==> config.mk <==
export PLATFORM = sky130hd
export DESIGN_NAME = sc_game_sequencer
export DESIGN_NICKNAME = d
export VERILOG_FILES = /design/src/rtl/sc_game_sequencer.sv
export SDC_FILE = /design/constraint.sdc
export NUM_CORES = 1
export LEC_CHECK = 0
export ABC_AREA = 1
export BUFFER_PORTS_ARGS = -buffer_cell sky130_fd_sc_hd__buf_2
export CORE_ASPECT_RATIO = 1.2
export CORE_MARGIN = 2
export CORE_UTILIZATION = 50
export CTS_BUF_LIST = sky130_fd_sc_hd__clkbuf_2 sky130_fd_sc_hd__clkbuf_4 sky130_fd_sc_hd__clkbuf_8
export DETAILED_ROUTE_END_ITERATION = 10
export PLACE_DENSITY = 0.84
export SYNTH_ARGS = -nofsm -noshare
export SYNTH_HDL_FRONTEND = slang
export SYNTH_SLANG_ARGS = --single-unit
export TNS_END_PERCENT = 30
==> constraint.sdc <==
create_clock -name SC_GAMESEQ_CLOCK_50 -period 2.5 [get_ports SC_GAMESEQ_CLOCK_50]
set_input_delay 0.5 -clock SC_GAMESEQ_CLOCK_50 [delete_from_list [all_inputs] [get_ports SC_GAMESEQ_CLOCK_50]]
set_output_delay 0.5 -clock SC_GAMESEQ_CLOCK_50 [all_outputs]
set_load 0.005 [all_outputs]
==> src/rtl/sc_game_sequencer.sv <==
// Game-flow controller for Frogger: lives, level and homes-filled counters,
// a timed level-start banner and a pause mode that can freeze the banner or play.
module sc_game_sequencer #(
  parameter int NUM_LIVES   = 3,
  parameter int NUM_LEVELS  = 5,
  parameter int NUM_HOMES   = 5,
  parameter int START_DELAY = 50,
  localparam int LW = $clog2(NUM_LIVES + 1),
  localparam int VW = $clog2(NUM_LEVELS + 1),
  localparam int HW = $clog2(NUM_HOMES + 1)
) (
  input  logic          SC_GAMESEQ_CLOCK_50,
  input  logic          SC_GAMESEQ_RESET_InHigh,
  input  logic          SC_GAMESEQ_startButton_InLow,
  input  logic          SC_GAMESEQ_pauseButton_InLow,
  input  logic          SC_GAMESEQ_frogDies_InLow,
  input  logic          SC_GAMESEQ_frogHome_InLow,
  output logic          SC_GAMESEQ_Load_OutLow,
  output logic          SC_GAMESEQ_FrogReset_OutLow,
  output logic          SC_GAMESEQ_HomeLatch_OutLow,
  output logic          SC_GAMESEQ_Run_Out,
  output logic          SC_GAMESEQ_Win_Out,
  output logic          SC_GAMESEQ_GameOver_Out,
  output logic [LW-1:0] SC_GAMESEQ_Lives,
  output logic [VW-1:0] SC_GAMESEQ_Level,
  output logic [HW-1:0] SC_GAMESEQ_Homes,
  output logic [3:0]    SC_GAMESEQ_State
);

  localparam int DW = $clog2(START_DELAY + 1);

  typedef enum logic [3:0] {
    S_IDLE    = 4'd0,
    S_START   = 4'd1,
    S_LOAD    = 4'd2,
    S_DELAY   = 4'd3,
    S_PLAY    = 4'd4,
    S_DIE     = 4'd5,
    S_HOME    = 4'd6,
    S_LEVELUP = 4'd7,
    S_PAUSE   = 4'd8,
    S_WIN     = 4'd9,
    S_LOSE    = 4'd10
  } state_t;

  state_t        state, next_state, ret_state;
  logic          start_prev, pause_prev;
  logic          start_press, pause_press;
  logic [DW-1:0] dcnt;
  logic [LW-1:0] lives;
  logic [VW-1:0] level;
  logic [HW-1:0] homes;

  // A press is the first cycle the button reads low; holding it counts once.
  assign start_press = !SC_GAMESEQ_startButton_InLow && start_prev;
  assign pause_press = !SC_GAMESEQ_pauseButton_InLow && pause_prev;

  // Previous-value registers for the two button edge detectors.
  always_ff @(posedge SC_GAMESEQ_CLOCK_50 or posedge SC_GAMESEQ_RESET_InHigh) begin
    if (SC_GAMESEQ_RESET_InHigh) begin
      start_prev <= 1'b1;
      pause_prev <= 1'b1;
    end else begin
      start_prev <= SC_GAMESEQ_startButton_InLow;
      pause_prev <= SC_GAMESEQ_pauseButton_InLow;
    end
  end

  // State register; the state that entered PAUSE is remembered for the return.
  always_ff @(posedge SC_GAMESEQ_CLOCK_50 or posedge SC_GAMESEQ_RESET_InHigh) begin
    if (SC_GAMESEQ_RESET_InHigh) begin
      state     <= S_IDLE;
      ret_state <= S_PLAY;
    end else begin
      state <= next_state;
      if (next_state == S_PAUSE && state != S_PAUSE) ret_state <= state;
    end
  end

  // Next-state decode; in PLAY pause beats death, death beats home.
  always_comb begin
    next_state = state;
    case (state)
      S_IDLE:    next_state = S_START;
      S_START:   if (start_press) next_state = S_LOAD;
      S_LOAD:    next_state = S_DELAY;
      S_DELAY: begin
        if (pause_press) next_state = S_PAUSE;
        else if (dcnt == DW'(START_DELAY - 1)) next_state = S_PLAY;
      end
      S_PLAY: begin
        if (pause_press) next_state = S_PAUSE;
        else if (!SC_GAMESEQ_frogDies_InLow) next_state = S_DIE;
        else if (!SC_GAMESEQ_frogHome_InLow) next_state = S_HOME;
      end
      S_DIE:     next_state = (lives <= LW'(1)) ? S_LOSE : S_PLAY;
      S_HOME:    next_state = (homes >= HW'(NUM_HOMES - 1)) ? S_LEVELUP : S_PLAY;
      S_LEVELUP: next_state = (level >= VW'(NUM_LEVELS)) ? S_WIN : S_LOAD;
      S_PAUSE:   if (pause_press) next_state = ret_state;
      S_WIN, S_LOSE: if (start_press) next_state = S_IDLE;
      default:   next_state = S_IDLE;
    endcase
  end

  // Game counters and banner counter; updated as each state is left, frozen in PAUSE.
  always_ff @(posedge SC_GAMESEQ_CLOCK_50 or posedge SC_GAMESEQ_RESET_InHigh) begin
    if (SC_GAMESEQ_RESET_InHigh) begin
      lives <= LW'(NUM_LIVES);
      level <= VW'(1);
      homes <= '0;
      dcnt  <= '0;
    end else begin
      case (state)
        S_IDLE: begin
          lives <= LW'(NUM_LIVES);
          level <= VW'(1);
          homes <= '0;
        end
        S_DELAY:   if (!pause_press) dcnt <= dcnt + DW'(1);
        S_DIE:     if (lives != '0) lives <= lives - LW'(1);
        S_HOME:    if (homes < HW'(NUM_HOMES)) homes <= homes + HW'(1);
        S_LEVELUP: if (level < VW'(NUM_LEVELS)) level <= level + VW'(1);
        default: ;
      endcase
      // Entering LOAD starts a fresh level: empty homes, banner restarts.
      if (next_state == S_LOAD) begin
        homes <= '0;
        dcnt  <= '0;
      end
    end
  end

  // Moore output decode from state and counters only.
  always_comb begin
    SC_GAMESEQ_Load_OutLow      = 1'b1;
    SC_GAMESEQ_FrogReset_OutLow = 1'b1;
    SC_GAMESEQ_HomeLatch_OutLow = 1'b1;
    SC_GAMESEQ_Run_Out          = 1'b0;
    SC_GAMESEQ_Win_Out          = 1'b0;
    SC_GAMESEQ_GameOver_Out     = 1'b0;
    case (state)
      S_LOAD: begin
        SC_GAMESEQ_Load_OutLow      = 1'b0;
        SC_GAMESEQ_FrogReset_OutLow = 1'b0;
      end
      S_DIE:  SC_GAMESEQ_FrogReset_OutLow = 1'b0;
      S_HOME: begin
        SC_GAMESEQ_HomeLatch_OutLow = 1'b0;
        SC_GAMESEQ_FrogReset_OutLow = 1'b0;
      end
      S_PLAY: SC_GAMESEQ_Run_Out      = 1'b1;
      S_WIN:  SC_GAMESEQ_Win_Out      = 1'b1;
      S_LOSE: SC_GAMESEQ_GameOver_Out = 1'b1;
      default: ;
    endcase
  end

  assign SC_GAMESEQ_Lives = lives;
  assign SC_GAMESEQ_Level = level;
  assign SC_GAMESEQ_Homes = homes;
  assign SC_GAMESEQ_State = state;

endmodule

==> impl_metrics.tcl <==
set metrics [dict create \
    pre_cts_slack_ns 0.600 \
    status "finished, final reports clean" \
    rows 21 \
    final_common_cell "nand2_1" \
    min_period_ns 2.02 \
    via_per_inst 5.14 \
    synth_area_sq_mm 0.00152 \
    worstPathRequired_ns 2.00 \
    fin_util 0.612 \
    via_count 1382 \
    switchingPower_mw 0.490 \
    max_cap_viol_count 0 \
    hold_class "input pin to async pin" \
    core_sq_mm 0.00284 \
    p_clk_frac 0.221 \
    grt_pass1_vias 1337 \
    wl_mm 3.20 \
    final_cells 269 \
    p_int_mw 0.788 \
    rsz0062_at_grt "no" \
    worst_ep_arrival_time_ns 1.52 \
    cp_max_fo 7 \
    overflow 0 \
    drive_above_1_share 0.217 \
    finalSetupViolations 0 \
    slew_violations 0 \
    worstSkewPairLatency_ns 0.31 \
    port_buffers 23 \
    post_cts.repair.setup_buffers 0 \
    syn_inst 207 \
    fin_ws_ns 0.483 \
    crit_type "register to primary output" \
    antenna_left 0 \
    cts_tree "built" \
    clock-sinks 24 \
    grt_max_degree 25 \
    h-tree-depth 1 \
    syn_avg_cell_area_sq_um 7.34 \
    tns_ns 0 \
    synth_cell_types 29 \
    io_pins 24 \
    wl_per_cell_um 11.9 \
    final_nets 249 \
    crit_path_end_kind "primary output" \
    hold_violations 0 \
    cp-start-kind "register" \
    initial_utilization 0.535 \
    period_share 0.807 \
    holdBufCountCts 0 \
    power.share.combinational 0.373 \
    synth_seq_cells 24 \
    grt_pass1_wl_mm 5.63 \
    antenna_cells 0 \
    root_buffer "clkbuf_4" \
    die_h_um 64.4 \
    ctsResizeCount 0 \
    ys.warnings.count 0 \
    relSlewSlack 0.738 \
    dp.cells 265 \
    power_frac_seq 0.406 \
    syn_nets 220 \
    track_usage 0.217 \
    swShare 0.383 \
    drt_iter0_drc 58 \
    gp_congestion 0.939 \
    ys_seq_area_frac 0.400 \
    clk_pin_slew_worst_paths_ns 0.14 \
    hold-worst-slack_ns 0.191 \
    die-area_sq_mm 0.00350 \
    powerDensity_mw_per_mm2 736 \
    tightestPinTransition_ns 0.389 \
    antenna_found_initial 0 \
    ir_drop_mv 0.373 \
    final_cell_mix "nand2_1 (48), nor2_1 (38), inv_1 (27)" \
    syn2layout_area_growth_pct 14.3 \
    dpl.hpwl_mm 2.50 \
    fin_skew_ns 0.00641 \
    clockBufferDepth 2 \
    post-route-drc-count 0 \
    p_leak_nw 0.954 \
    fp.dieW_um 54.3 \
    fmax_mhz 496 \
    cts_buffers 3 \
    dr.pass1.iters 4 \
]
[flip-flops by register name, indices dropped and copies added (netlist names)]
register	flops
pause_prev	1
SC_GAMESEQ_Lives	2
start_prev	1
dcnt	6
SC_GAMESEQ_State	4
ret_state	4
SC_GAMESEQ_Level	3
SC_GAMESEQ_Homes	3
[power by group through the flow]
stage	registers [mW]	clock network [mW]	logic, mW
after floorplan	0.516	0	0.355
after global placement	0.523	0	0.468
after global routing	0.531	0.302	0.555
after detailed placement	0.526	0	0.475
final	0.518	0.283	0.477
after CTS	0.518	0.289	0.478
[worst paths after layout]
check,start,to,slack (ns),depth (start not counted)
max in group asynchronous,SC_GAMESEQ_RESET_InHigh,pause_prev,2.02,3
setup reg to reg,SC_GAMESEQ_Lives[1],dcnt[0],0.60,10
min in group SC_GAMESEQ_CLOCK_50,SC_GAMESEQ_startButton_InLow,start_prev,0.27,1
hold reg to reg,ret_state[2],ret_state[2],0.48,2
hold / removal,SC_GAMESEQ_RESET_InHigh,SC_GAMESEQ_Level[1],0.19,3
setup / recovery,SC_GAMESEQ_State[3],SC_GAMESEQ_FrogReset_OutLow,0.48,5
[worst max-delay path, cell delays in order (launching register included)]
cell,delay [ns]
dfrtp_1,0.49
inv_2,0.17
nand2_4,0.08
nor2_1,0.26
a21oi_1,0.07
buf_2,0.13
[cell usage after synthesis, drive strengths merged]
| library cell | n | area [sq um] |
|---|---|---|
| nand2 | 52 | 210 |
| nor2 | 43 | 184 |
| inv | 31 | 116 |
| dfrtp | 18 | 450 |
| nand3 | 16 | 85.1 |
| o21ai | 9 | 45.0 |
| ha | 7 | 87.6 |
| dfstp | 6 | 158 |
| a21oi | 5 | 25.0 |
| xor2 | 4 | 35.0 |
| nand4 | 3 | 18.8 |
| nor3 | 2 | 10.0 |
| xnor2 | 2 | 17.5 |
| a21boi | 1 | 7.51 |
| a31oi | 1 | 6.26 |
| and2 | 1 | 8.76 |
| and3 | 1 | 6.26 |
| mux2 | 1 | 11.3 |
| nand2b | 1 | 13.8 |
| nor3b | 1 | 7.51 |
| o211ai | 1 | 7.51 |
| o21a | 1 | 7.51 |
[layer usage]
metal  part of all wire  routed length, um  global-route usage  vias up
met5                  0                  0                   0        -
met4              0.013                 40               0.100        0
met3              0.063                202              0.0210        2
met2               0.49               1570               0.346       49
met1               0.43               1390               0.289      623
li1                   -                  -                   -      708
[logic make-up (layout without fill, tap and decap cells)]
family | count (synthesis) | count (layout) | share of synthesized area
compound gates | 18 | 18 | 0.0651
flops | 24 | 24 | 0.400
simple gates | 120 | 120 | 0.358
mux | 1 | 1 | 0.00741
fa+ha+maj | 7 | 7 | 0.0577
xor+xnor | 6 | 6 | 0.0346
buf+inv | 31 | 59 | 0.0766
[through the flow]
step                power [mW]  instance area (sq um)
CTS                       1.29                   1740
finish                    1.28                   1740
floorplan                0.871                   1520
detailed placement        1.00                   1680
global placement         0.991                   1680
global route              1.39                   1740
[area by class of cell]
class	instances	area, sq um
Multi-Input combinational cell	152	795
Timing Repair Buffer	24	123
Fill cell	274	1100
Clock inverter	1	30.0
Tap cell	34	42.5
Sequential cell	24	608
Clock buffer	3	22.5
Inverter	31	116
Power figures use the tool's default switching activity.
